==> config.mk <==
export PLATFORM = sky130hd
export DESIGN_NAME = ram_byte_seq
export DESIGN_NICKNAME = d
export VERILOG_FILES = /design/src/rtl/ram_byte_seq.sv
export SDC_FILE = /design/constraint.sdc
export NUM_CORES = 1
export LEC_CHECK = 0
export BUFFER_PORTS_ARGS = -buffer_cell sky130_fd_sc_hd__buf_2
export CELL_PAD_IN_SITES_DETAIL_PLACEMENT = 0
export CELL_PAD_IN_SITES_GLOBAL_PLACEMENT = 2
export CORE_MARGIN = 2
export CORE_UTILIZATION = 25
export CTS_CLUSTER_SIZE = 10
export DETAILED_ROUTE_END_ITERATION = 10
export PLACE_DENSITY_LB_ADDON = 0.25
export SETUP_SLACK_MARGIN = 0.15
export SLEW_MARGIN = 20
export SYNTH_ARGS = -nofsm -noshare
export SYNTH_HDL_FRONTEND = slang
export SYNTH_SLANG_ARGS = --single-unit
==> constraint.sdc <==
create_clock -name clk -period 7.2 [get_ports clk]
set_input_delay 0.36 -clock clk [delete_from_list [all_inputs] [get_ports clk]]
set_output_delay 0.36 -clock clk [all_outputs]
set_load 0.05 [all_outputs]
==> src/rtl/ram_byte_seq.sv <==
`timescale 1ns/1ps
`default_nettype none
// ============================================================================
// ram_byte_seq : turns one byte/half/word LSU request into byte-wide RAM
//                accesses and returns a single little-endian response pulse.
// Revision     : 1.0  initial release
// ============================================================================
module ram_byte_seq #(
   parameter int DEPTH = 32,
   parameter int AW    = 32
) (
   input  logic          clk,
   input  logic          rst_enm,
   input  logic          req_valid,
   output logic          req_ready,
   input  logic          req_we,
   input  logic [1:0]    req_size,
   input  logic          req_unsigned,
   input  logic [AW-1:0] req_addr,
   input  logic [31:0]   req_wdata,
   output logic          rsp_valid,
   output logic [31:0]   rsp_rdata,
   output logic          rsp_err,
   output logic          mem_rd,
   output logic          mem_wr,
   output logic [7:0]    mem_wdata,
   output logic [AW-1:0] mem_addr,
   input  logic [31:0]   mem_rdata
);

   typedef enum logic [2:0] {
      S_IDLE  = 3'd0,
      S_WR    = 3'd1,
      S_RD    = 3'd2,
      S_DRAIN = 3'd3,
      S_RSP   = 3'd4
   } state_t;

   state_t          state_q, state_d;
   logic [1:0]      cnt_q, cnt_d;
   logic [AW-1:0]   addr_q, addr_d;
   logic [1:0]      size_q, size_d;
   logic            we_q, we_d;
   logic            uns_q, uns_d;
   logic [31:0]     wdata_q, wdata_d;
   logic [31:0]     asm_q, asm_d;
   logic            err_q, err_d;
   logic            mem_rd_q, mem_rd_d;
   logic            mem_wr_q, mem_wr_d;
   logic [7:0]      mem_wdata_q, mem_wdata_d;
   logic [AW-1:0]   mem_addr_q, mem_addr_d;

   logic [2:0]      w_req_n;
   logic [AW:0]     w_req_last;
   logic            w_req_err;
   logic            w_accept;
   logic [1:0]      w_last_idx;
   logic [1:0]      w_cnt_nxt;
   logic [1:0]      w_cap_idx;
   logic [AW-1:0]   w_addr_nxt;
   logic [31:0]     w_ext;
   logic            w_unused;

   // Only the low byte of the RAM read bus carries data.
   assign w_unused   = ^mem_rdata[31:8];

   assign req_ready  = (state_q == S_IDLE) && !rst_enm;
   assign w_accept   = req_valid && req_ready;

   always_comb begin
      case (req_size)
         2'b01:   w_req_n = 3'd2;
         2'b10:   w_req_n = 3'd4;
         default: w_req_n = 3'd1;
      endcase
   end

   // One extra bit keeps the last-byte address from wrapping before the range test.
   assign w_req_last = {1'b0, req_addr} + {{(AW-2){1'b0}}, w_req_n} - {{AW{1'b0}}, 1'b1};
   assign w_req_err  = (req_size == 2'b11)
                    || ((req_size == 2'b01) && req_addr[0])
                    || ((req_size == 2'b10) && (req_addr[1:0] != 2'b00))
                    || (w_req_last >= (AW+1)'(DEPTH));

   always_comb begin
      case (size_q)
         2'b00:   w_last_idx = 2'd0;
         2'b01:   w_last_idx = 2'd1;
         default: w_last_idx = 2'd3;
      endcase
   end

   assign w_cnt_nxt  = cnt_q + 2'd1;
   assign w_cap_idx  = cnt_q - 2'd1;
   assign w_addr_nxt = addr_q + {{(AW-2){1'b0}}, w_cnt_nxt};

   always_comb begin
      case (size_q)
         2'b00:   w_ext = {{24{asm_q[7]  & ~uns_q}}, asm_q[7:0]};
         2'b01:   w_ext = {{16{asm_q[15] & ~uns_q}}, asm_q[15:0]};
         default: w_ext = asm_q;
      endcase
   end

   always_comb begin
      state_d     = state_q;
      cnt_d       = cnt_q;
      addr_d      = addr_q;
      size_d      = size_q;
      we_d        = we_q;
      uns_d       = uns_q;
      wdata_d     = wdata_q;
      asm_d       = asm_q;
      err_d       = err_q;
      mem_rd_d    = 1'b0;
      mem_wr_d    = 1'b0;
      mem_wdata_d = 8'd0;
      mem_addr_d  = mem_addr_q;
      case (state_q)
         S_IDLE: begin
            if (w_accept) begin
               addr_d  = req_addr;
               size_d  = req_size;
               we_d    = req_we;
               uns_d   = req_unsigned;
               wdata_d = req_wdata;
               asm_d   = 32'd0;
               cnt_d   = 2'd0;
               err_d   = w_req_err;
               if (w_req_err) begin
                  state_d = S_RSP;
               end else begin
                  mem_addr_d = req_addr;
                  if (req_we) begin
                     mem_wr_d    = 1'b1;
                     mem_wdata_d = req_wdata[7:0];
                     state_d     = S_WR;
                  end else begin
                     mem_rd_d = 1'b1;
                     state_d  = S_RD;
                  end
               end
            end
         end
         S_WR: begin
            if (cnt_q == w_last_idx) begin
               state_d = S_RSP;
            end else begin
               cnt_d       = w_cnt_nxt;
               mem_wr_d    = 1'b1;
               mem_addr_d  = w_addr_nxt;
               mem_wdata_d = wdata_q[{w_cnt_nxt, 3'b000} +: 8];
            end
         end
         S_RD: begin
            // Read data lags its issue by one cycle, so capture the previous byte.
            if (cnt_q != 2'd0) begin
               asm_d[{w_cap_idx, 3'b000} +: 8] = mem_rdata[7:0];
            end
            if (cnt_q == w_last_idx) begin
               state_d = S_DRAIN;
            end else begin
               cnt_d      = w_cnt_nxt;
               mem_rd_d   = 1'b1;
               mem_addr_d = w_addr_nxt;
            end
         end
         S_DRAIN: begin
            asm_d[{cnt_q, 3'b000} +: 8] = mem_rdata[7:0];
            state_d = S_RSP;
         end
         S_RSP: begin
            cnt_d   = 2'd0;
            state_d = S_IDLE;
         end
         default: state_d = S_IDLE;
      endcase
   end

   always_ff @(posedge clk) begin
      if (rst_enm) begin
         state_q     <= S_IDLE;
         cnt_q       <= 2'd0;
         addr_q      <= '0;
         size_q      <= 2'd0;
         we_q        <= 1'b0;
         uns_q       <= 1'b0;
         wdata_q     <= 32'd0;
         asm_q       <= 32'd0;
         err_q       <= 1'b0;
         mem_rd_q    <= 1'b0;
         mem_wr_q    <= 1'b0;
         mem_wdata_q <= 8'd0;
         mem_addr_q  <= '0;
      end else begin
         state_q     <= state_d;
         cnt_q       <= cnt_d;
         addr_q      <= addr_d;
         size_q      <= size_d;
         we_q        <= we_d;
         uns_q       <= uns_d;
         wdata_q     <= wdata_d;
         asm_q       <= asm_d;
         err_q       <= err_d;
         mem_rd_q    <= mem_rd_d;
         mem_wr_q    <= mem_wr_d;
         mem_wdata_q <= mem_wdata_d;
         mem_addr_q  <= mem_addr_d;
      end
   end

   assign mem_rd    = mem_rd_q;
   assign mem_wr    = mem_wr_q;
   assign mem_wdata = mem_wdata_q;
   assign mem_addr  = mem_addr_q;

   assign rsp_valid = (state_q == S_RSP) && !rst_enm;
   assign rsp_err   = rsp_valid && err_q;
   assign rsp_rdata = (rsp_valid && !err_q && !we_q) ? w_ext : 32'd0;

endmodule
`default_nettype wire

Word-level counts from Yosys, hierarchy flattened
Index checks and enable logic that the tools add are counted.
{ "totals": {"register_bits": 148, "in_bits": 103, "out_inout_bits": 77} }
{ "classes": {"addsub": 7, "magnitude_cmp": 1, "eq_ne": 15, "shift": 5, "mux": 36, "bitwise_logic": 3, "reduce_logical": 27} }
{ "ops": {"columns": ["operator", "count"], "rows": [
  ["$mux 32", 6],
  ["$pmux 32 s2", 2],
  ["$pmux 32 s3", 1],
  ["$bwmux 32", 2],
  ["$shift 8x7->32 const A", 2],
  ["$shiftx 8x7->32", 2],
  ["$add 32x3->33", 1],
  ["$ge 33x6->1 const B", 1],
  ["$sub 33x1->33 const B", 1],
  ["$add 32x2->32", 1],
  ["$mux 8", 4],
  ["$shiftx 32x6->8", 1],
  ["$pmux 8 s2", 1],
  ["$neg 5->7", 2],
  ["$mux 3", 4],
  ["$ne 2x2->1 const B", 6],
  ["$pmux 3 s4", 1],
  ["$reduce_and 3->1", 3],
  ["$logic_and 1x1->1", 8],
  ["$mux 1", 7],
  ["$eq 3x2->1 const B", 2],
  ["$mux 2", 3],
  ["$pmux 2 s3", 1],
  ["$pmux 3 s2", 1],
  ["20 further kinds", 31]
]} }

Depth between registers and ports, before layout
Gate-level depths: netlist of the first run.
{ "depth": {"ltp_word": 9, "ltp_mapped": 19, "depth_no_buf": 18} }

Worst setup path after synthesis of the first run
No wires, ideal clock.
{ "synth_timing": {"kind": "in2reg", "start": "input port req_size[1]", "end": "register mem_addr_q[1] (netlist: mem_addr[1])", "setup_ns": 0.079, "arrival_time_ns": 3.897, "path_slack_ns": 3.224, "path_stages": 19, "path_cell_list": "inv_1 ha_1 inv_1 ha_1 inv_1 ha_1 inv_1 fa_1 nand2b_1 a21oi_1 xor2_1 or3_1 a211o_1 or4_4 nor4_4 and3_4 buf_8 nor3_1 a211oi_2"} }
{ "synth_between": {"elab_chain_len": 8, "word_cells_on_any_way": 14, "cone_classes": "add/sub: 2; order compare: 1; eq/ne: 4; mux: 1; reduce/logical: 6"} }
{ "synth_lines": {"columns": ["item", "line", "rtl"], "rows": [
  ["start: declaration", "17", "input logic [1:0] req_size,"],
  ["$eq 2x2->1 or $eq 2x1->1 (tied branches)", "71, 82, 81", null],
  ["$pmux 3 s2", "71", "case (req_size)"],
  ["$add 32x3->33", "79", "assign w_req_last = {1'b0, req_addr} + {{(AW-2){1'b0}}, w_req_n} - {{AW{1'b0}}, 1'b1};"],
  ["$sub 33x1->33", "79", null],
  ["$ge 33x6->1", "83", "|| (w_req_last >= (AW+1)'(DEPTH));"],
  ["$logic_or 1x1->1 (*)", "83", null],
  ["$ne 2x2->1 (no line) (*)", null, null],
  ["$reduce_and 4->1 (no line) (*)", null, null],
  ["end signal: assignment", "208", "mem_addr_q <= mem_addr_d;"],
  ["end: declaration", "51", "logic [AW-1:0] mem_addr_q, mem_addr_d;"]
]} }
Mark *: on every way between the ends. The rest lies on a longest branch, timed or not.
A chain may end at the register's enable or synchronous reset.

Worst setup path after layout of the first run
{ "layout_timing": {"start": "input port req_size[0]", "end": "register mem_addr_q[28] (netlist: mem_addr[28])"} }
Same word-level chain as after synthesis.

==> reports/qor.csv, run 1 <==
metric,value,unit
initial antenna violation count,1,
Synth Instances,1415,
Final setup violation count,0,
Slowest cell on crit path,or4_4,
Yosys top cell area share,0.287,
TNS Setup,0,ps
post-synthesis sequential area ratio,0.287,
wire per inst,18.6,um
mean post-synth cell area,7.29,um2
DRT Pass-1 Iters,5,
clk_lat worst skew,440,ps
combinational group share of total power,0.192,
worst-path cell chain,buf_2 > inv_1 > ha_1 > inv_1 > ha_1 > inv_1 > ha_1 > inv_1 > fa_1 > nand2b_1 > a21oi_1 > xor2_1 > or3_1 > a211o_1 > or4_4 > nor4_4 > nand3_2 > nand2_2 > mux2i_1,
Slew headroom,0.314,
layout cells sized above 1,0.154,
Post-synth EDFFs,0,
die area,42900,um2
Sw Ratio,0.321,
Global Route Usage Sum,0.174,
worst r2r path cells,13,
leakage,0.00469,uW
Resized cells post-CTS,0,
Starting Density,0.253,
outcome,finished clean,
WHS Path Cells,3,
post-DP HPWL,27600,um
Synth cell types,78,
Sequential Power Share,0.397,
register bit count reported by yosys,148,
"CTS clk-pin slew, worst paths",70,ps
total CTS buffers,17,
kind of critical path,input port to register,
final std cells w/o fill,2042,
CTS hold repair buffers,0,
Core Box Area,40800,um2
CTS tree,done,
RSZ-0062 raised after global routing,no,
Max Buffers Root-to-Sink,2,
Final Skew,10.9,ps
Final Routed Wirelength,38000,um
Final Max Slew Viols,0,
largest net degree at the start of global routing,68,
Clk network pwr share,0.411,
syn nets,1566,
FF+latch area,2960,um2
Main synth FF type,dfxtp_1,
Worst R2R Setup Slack,3270,ps
crit end category,register,
post-route ant nets,0,
Synth area leader,dfxtp_1,
worst hold path endpoint,wdata_q[10],
via count,10490,
DRC viols,0,
Critical Path RT,7560,ps
Syn-to-layout area delta,15.8,%
DR iter-0 viols,696,
Final GP Congestion,0.840,
PwrDens,183,nW/um2
peak supply drop,0.108,mV
n_diodes,0,
first-pass GRT wire length,59200,um
placed cell count,2010,
Worst Max-Slew Pin Slew,1030,ps
# IOs,180,
Final Hold Viols,0,
Pint,1480,uW
reg-to-reg startpoint,cnt_q[0],
Post-Syn Area,10300,um2
CP Launch Type,input port,
vias in the first global route,9920,
Area contributors post-synth,"dfxtp_1 29%, nand2_1 8.4%, a21oi_1 7.5%",
"slowest stage delay, CP",530,ps
sw power,699,uW
"Buf+Inv Stages, Crit Path",5,
Final nets,1648,
share of flip-flops with an asynchronous set or reset,0,
HP Class,input port to register,
family with the most delay on the worst path,simple AND/OR/NAND/NOR gates,
CP most frequent cell,inv_1,
postcts setup bufs,0,
vias per cell,5.14,
Die Ht,207,um
total gr overflow,0,
clk root buf,clkbuf_16,
minimum clock period,4480,ps
Filler cells,4562,
area of the multi-input gates,6640,um2
Worst Hold Launch,req_wdata[10],
clock sinks,148,
Tcrit/Tclk final,0.622,
die extent in x,207,um
Std-Cell Rows,74,
fmax,0.223,GHz
port buffer count,155,
CP max FO,18,
warnings from Yosys,0,
reg-to-reg endpoint,mem_addr[31],
max-cap violations,0,
arrival time worst endpoint,4840,ps
CTS H-tree depth,4,
==> layer usage <==
layer | wire (um) | share of wire | vias to the layer above | track usage
met2 | 18000 | 0.47 | 232 | 0.290
met4 | 425 | 0.011 | 2 | 0.0399
met5 | 13 | 0.00034 | - | 0
met3 | 1370 | 0.036 | 28 | 0.0246
met1 | 18100 | 0.48 | 5018 | 0.237
li1 | - | - | 5210 | -
==> worst reg2reg max path, stage by stage (launching register included) <==
cell and delay, ps:
dfxtp_1 310, buf_4 310, inv_1 190, ha_1 360
ha_1 280, a21oi_1 100, nor3_1 410, and2_1 280
nor2b_1 440, nand4_1 300, or3_1 410, a311oi_1 280
o21ai_0 110, o21ai_0 80
==> registers in the layout, summed over array words and instances, names as in the netlist <==
signal,flops
addr_q,32
asm_q,32
cnt_q,2
err_q,1
mem_addr,32
mem_rd,1
mem_wdata,8
mem_wr,1
size_q,2
state_q,3
uns_q,1
wdata_q,32
we_q,1
==> cells by family after synthesis <==
group                    count (synthesis)  share of synthesized area
AO/OA/AOI/OAI                          438                      0.271
XOR/XNOR                                31                     0.0263
adder cells (fa/ha/maj)                 48                     0.0597
buffers and inverters                  171                     0.0709
flip-flops                             148                      0.287
multiplexers                            19                     0.0282
AND/OR/NAND/NOR                        560                      0.257
==> power by group through the flow <==
stage,clock network (uW),logic [uW],registers (uW)
final,896,420,865
after detailed placement,0,419,883
after global placement,0,420,883
after CTS,925,422,865
after floorplan,0,290,876
after global routing,957,470,869
==> layout make-up <==
type	instances	area share
inverters	68	0.0214
multi-input cells	1096	0.555
clock buffers	17	0.0356
well taps	532	0.0557
repair buffers	166	0.0720
clock inverters	15	0.0120
flip-flops and latches	148	0.248
==> stage by stage <==
step / total power [uW] / hold slack (ps) / util / setup WS [ps] / cell area, um2
finish: 2180 / 154 / 0.293 / 2720 / 11900
global route: 2300 / 140 / 0.293 / 2180 / 11900
CTS: 2210 / 130 / 0.293 / 2640 / 11900
detailed placement: 1300 / 446 / 0.279 / 2210 / 11400
global placement: 1300 / 439 / 0.279 / 2240 / 11400
floorplan: 1170 / 433 / - / 3220 / 10300
==> cells in the final DEF, fill, tap and decap left out, types with 8 or more instances in the layout <==
cell         n
a22oi_1     11
a2bb2oi_1   18
a21oi_1    153
o21ai_0     90
buf_4       12
nand2_1    231
mux4_2       8
a211oi_1    15
nor2_1     106
dfxtp_1    148
inv_1       68
xnor2_1     11
or3_1       14
clkbuf_16   17
nand3_1     48
and3_1      15
nand4_1     19
a21o_1      11
nor3_1      20
and2_1      16
o21a_1      19
nand2b_1    21
buf_2      154
ha_1        46
mux2i_1     10
nor2b_1     28
xor2_1      20
o221ai_1    39
a31oi_1     22
==> how the worst max path moves through the flow <==
stage / start / end / slack [ps] / depth (start not counted)
finish: req_size[0] / mem_addr[28] / 2720 / 19
global route: req_size[1] / mem_addr[27] / 2180 / 19
CTS: req_size[0] / mem_addr[28] / 2640 / 19
detailed placement: req_size[0] / mem_addr[27] / 2210 / 19
global placement: req_size[0] / mem_addr[28] / 2240 / 19
floorplan: req_size[1] / mem_addr[1] / 3220 / 19
==> Yosys cell counts, drive strengths merged (5+ instances only) <==
cell     instances
nand2          233
a21oi          154
dfxtp          148
nor2           107
o21ai           95
clkbuf          73
inv             68
nand3           49
ha              46
o221ai          40
nor2b           28
buf             27
a31oi           23
nand2b          21
nor3            20
xor2            20
and3            19
nand4           19
o21a            19
a2bb2oi         18
a211oi          17
and2            16
or3             14
a21o            11
a22oi           11
xnor2           11
mux2i           10
mux4             8
nor4             7
a311oi           6
or2              6
a211o            5
and4             5
o211ai           5
(Power assumes the default switching activity.)
==> run 2, diff against run 1 <==
--- a/config.mk
+++ b/config.mk
@@ -5,6 +5,7 @@
 export SDC_FILE = /design/constraint.sdc
 export NUM_CORES = 1
 export LEC_CHECK = 0
+export ABC_AREA = 1
 export BUFFER_PORTS_ARGS = -buffer_cell sky130_fd_sc_hd__buf_2
 export CELL_PAD_IN_SITES_DETAIL_PLACEMENT = 0
 export CELL_PAD_IN_SITES_GLOBAL_PLACEMENT = 2
==> constraint.sdc (replaced) <==
create_clock -name clk -period 4.3 [get_ports clk]
set_input_delay 0.215 -clock clk [delete_from_list [all_inputs] [get_ports clk]]
set_output_delay 0.215 -clock clk [all_outputs]
set_load 0.05 [all_outputs]
==> reports/qor.csv, run 2 <==
metric,value,unit
Final Max Slew Viols,0,
CTS H-tree depth,4,
HP Class,input port to register,
layout cells sized above 1,0.116,
Slew headroom,0.294,
Filler cells,4941,
CTS tree,done,
DRC viols,0,
placed cell count,2467,
Tcrit/Tclk final,0.846,
Worst R2R Setup Slack,660,ps
max-cap violations,0,
Critical Path RT,4650,ps
clock sinks,148,
WHS Path Cells,3,
Compound-Gate Fraction of Synth Area,0.204,
Max Buffers Root-to-Sink,2,
"slowest stage delay, CP",530,ps
Starting Density,0.252,
Synth area leader,dfxtp_1,
Sequential Power Share,0.375,
Area contributors post-synth,"dfxtp_1 27%, nand2_1 17%, inv_1 9.7%",
post-DP HPWL,31100,um
Tot Pwr,4010,uW
Final GP Congestion,0.850,
clk root buf,clkbuf_16,
Synth Area in XOR/XNOR,0.0211,
Syn-to-layout area delta,19.2,%
combinational group share of total power,0.224,
post-route ant nets,0,
Final WS setup,662,ps
die extent in x,212,um
register bit count reported by yosys,148,
"CTS clk-pin slew, worst paths",70,ps
Final Routed Wirelength,40500,um
leakage,0.00620,uW
minimum clock period,3640,ps
arrival time worst endpoint,3990,ps
Final Skew,14.6,ps
Main synth FF type,dfxtp_1,
Global Route Usage Sum,0.183,
worst-path cell chain,clkinv_1 > ha_1 > fa_1 > nand3_1 > nor2_2 > nand3_2 > nor2_1 > nand2_1 > nor2_1 > nand4_1 > nor2_1 > xor2_1 > o21ai_0 > nand3_1 > nand2_1 > nor2_1,
Core Box Area,42800,um2
largest net degree at the start of global routing,56,
Die Ht,212,um
fin area,12900,um2
Synth cell types,44,
via count,11644,
"most common cell after layout, fill and taps aside",nand2_1,
initial antenna violation count,2,
post-synthesis mux area share,0,
most frequent cell after synthesis,nand2_1,
PwrDens,312,nW/um2
outcome,finished clean,
# IOs,180,
Synth Instances,1827,
peak supply drop,0.236,mV
Post-Synth Adder-Cell Area,0.0571,
Pint,2610,uW
wire per inst,16.1,um
total gr overflow,0,
Final nets,2105,
setup slack after placement,343,ps
fraction of the mapped netlist area in simple logic gates,0.314,
RSZ-0062 raised after global routing,no,
most frequent cells in the layout,"491 x nand2_1, 278 x inv_1, 196 x nor2_1",
worst hold path endpoint,wdata_q[16],
DR iter-0 viols,709,
Clk network pwr share,0.402,
Post-synth EDFFs,0,
Final Hold Viols,0,
first-pass GRT wire length,63300,um
die area,44800,um2
post-synthesis sequential area ratio,0.275,
Final setup violation count,0,
kind of critical path,register to register,
TNS Setup,0,ps
syn nets,1978,
Std-Cell Rows,76,
DRT Pass-1 Iters,5,
Synth top cells by count,"492 x nand2_1, 279 x inv_1, 196 x nor2_1",
final std cells w/o fill,2514,
vias per cell,4.63,
Yosys top cell area share,0.275,
sw power,1400,uW
dpl cell area,12100,um2
CP max FO,13,
vias in the first global route,11027,
Worst Max-Slew Pin Slew,1060,ps
total CTS buffers,17,
postcts setup bufs,0,
CP most frequent cell,nor2_1,
crit end category,register,
reg-to-reg endpoint,mem_addr[26],
Sw Ratio,0.350,
warnings from Yosys,0,
Slowest cell on crit path,ha_1,
clk_lat worst skew,450,ps
reg-to-reg startpoint,cnt_q[0],
Post-Syn Area,10800,um2
share of flip-flops with an asynchronous set or reset,0,
CP Launch Type,register,
worst r2r path cells,16,
Worst Hold Launch,req_wdata[16],
largest family of logic cells by synthesized area,simple AND/OR/NAND/NOR gates,
mean post-synth cell area,5.91,um2
port buffer count,155,
fmax,0.275,GHz
-- run 2: changes by cell type after synthesis, sizes merged, moves of 18 or more --
cell     delta
a21oi      +30
a2bb2oi    -18
and3       -18
inv       +214
nand2     +261
nand2b     -21
nand3      +33
nor2       +97
nor2b      -28
o21a       -18
o21ai      +75
o221ai     -39
-- run 2: per-stage QoR --
stage                     hold WS [ps]  utilization
after floorplan                    358            -
after global placement             442        0.283
after detailed placement           448        0.283
after CTS                         1.63        0.300
after global routing              7.34        0.301
final                             20.4        0.301
-- run 2: what timing repair did --
| action | in CTS | in global routing |
|---|---|---|
| gates resized for setup | 0 | 0 |
| endpoints found under the setup margin | 0 | 0 |
| endpoints found under the hold margin | 13 | 0 |
| hold buffers | 13 | 0 |
-- run 2: worst max path at each step --
stage	startpoint	end	slack [ps]	cells past startpoint
detailed placement	req_size[0]	mem_addr[0]	340	27
global placement	req_size[0]	mem_addr[10]	390	27
finish	cnt_q[0]	mem_addr[26]	660	16
floorplan	cnt_q[0]	mem_addr[31]	930	22
CTS	cnt_q[0]	mem_addr[26]	580	16
global route	cnt_q[0]	mem_addr[26]	300	16
-- run 2: logic make-up (layout without fill, tap and decap cells) --
kind of cell	count (synthesis)	count (layout)
and+or+nand+nor	830	830
adders and majority gates	48	48
buffers and inverters	365	505
DFF	148	148
other	0	1
xor gates and xnor gates	26	26
AOI/OAI and AO/OA	410	410
-- run 2: power by group through the flow --
stage	logic [uW]	clock network [uW]	registers, uW
5_1_grt	1020	1720	1510
6_report	896	1610	1500
3_5_place_dp	888	0	1530
2_1_floorplan	579	0	1550
4_1_cts	901	1660	1500
3_3_place_gp	888	0	1530
-- run 2: layout make-up --
type / count / area, um2 / share of cell area
Clock inverter: 15 / 181 / 0.0141
Clock buffer: 17 / 425 / 0.0331
Multi-Input combinational cell: 1314 / 6460 / 0.502
Antenna cell: 1 / 2.50 / 0.000195
Tap cell: 546 / 683 / 0.0531
Timing Repair Buffer: 186 / 1070 / 0.0835
Sequential cell: 148 / 2960 / 0.230
Inverter: 287 / 1080 / 0.0838
-- run 2: routing by layer --
layer / track usage / routed length [um]
met3: 0.0271 / 1380
met1: 0.271 / 21300
met5: 0 / 13
met2: 0.276 / 17300
met4: 0.0432 / 520
-- run 2: worst max-delay path: cells and delay by family, from the launching register on --
family	cells	cell delay [ps]
AO/OA/AOI/OAI	1	360
adder cells (fa/ha/maj)	2	760
XOR/XNOR	1	70
buffers and inverters	1	380
AND/OR/NAND/NOR	11	1640
flip-flops	1	330
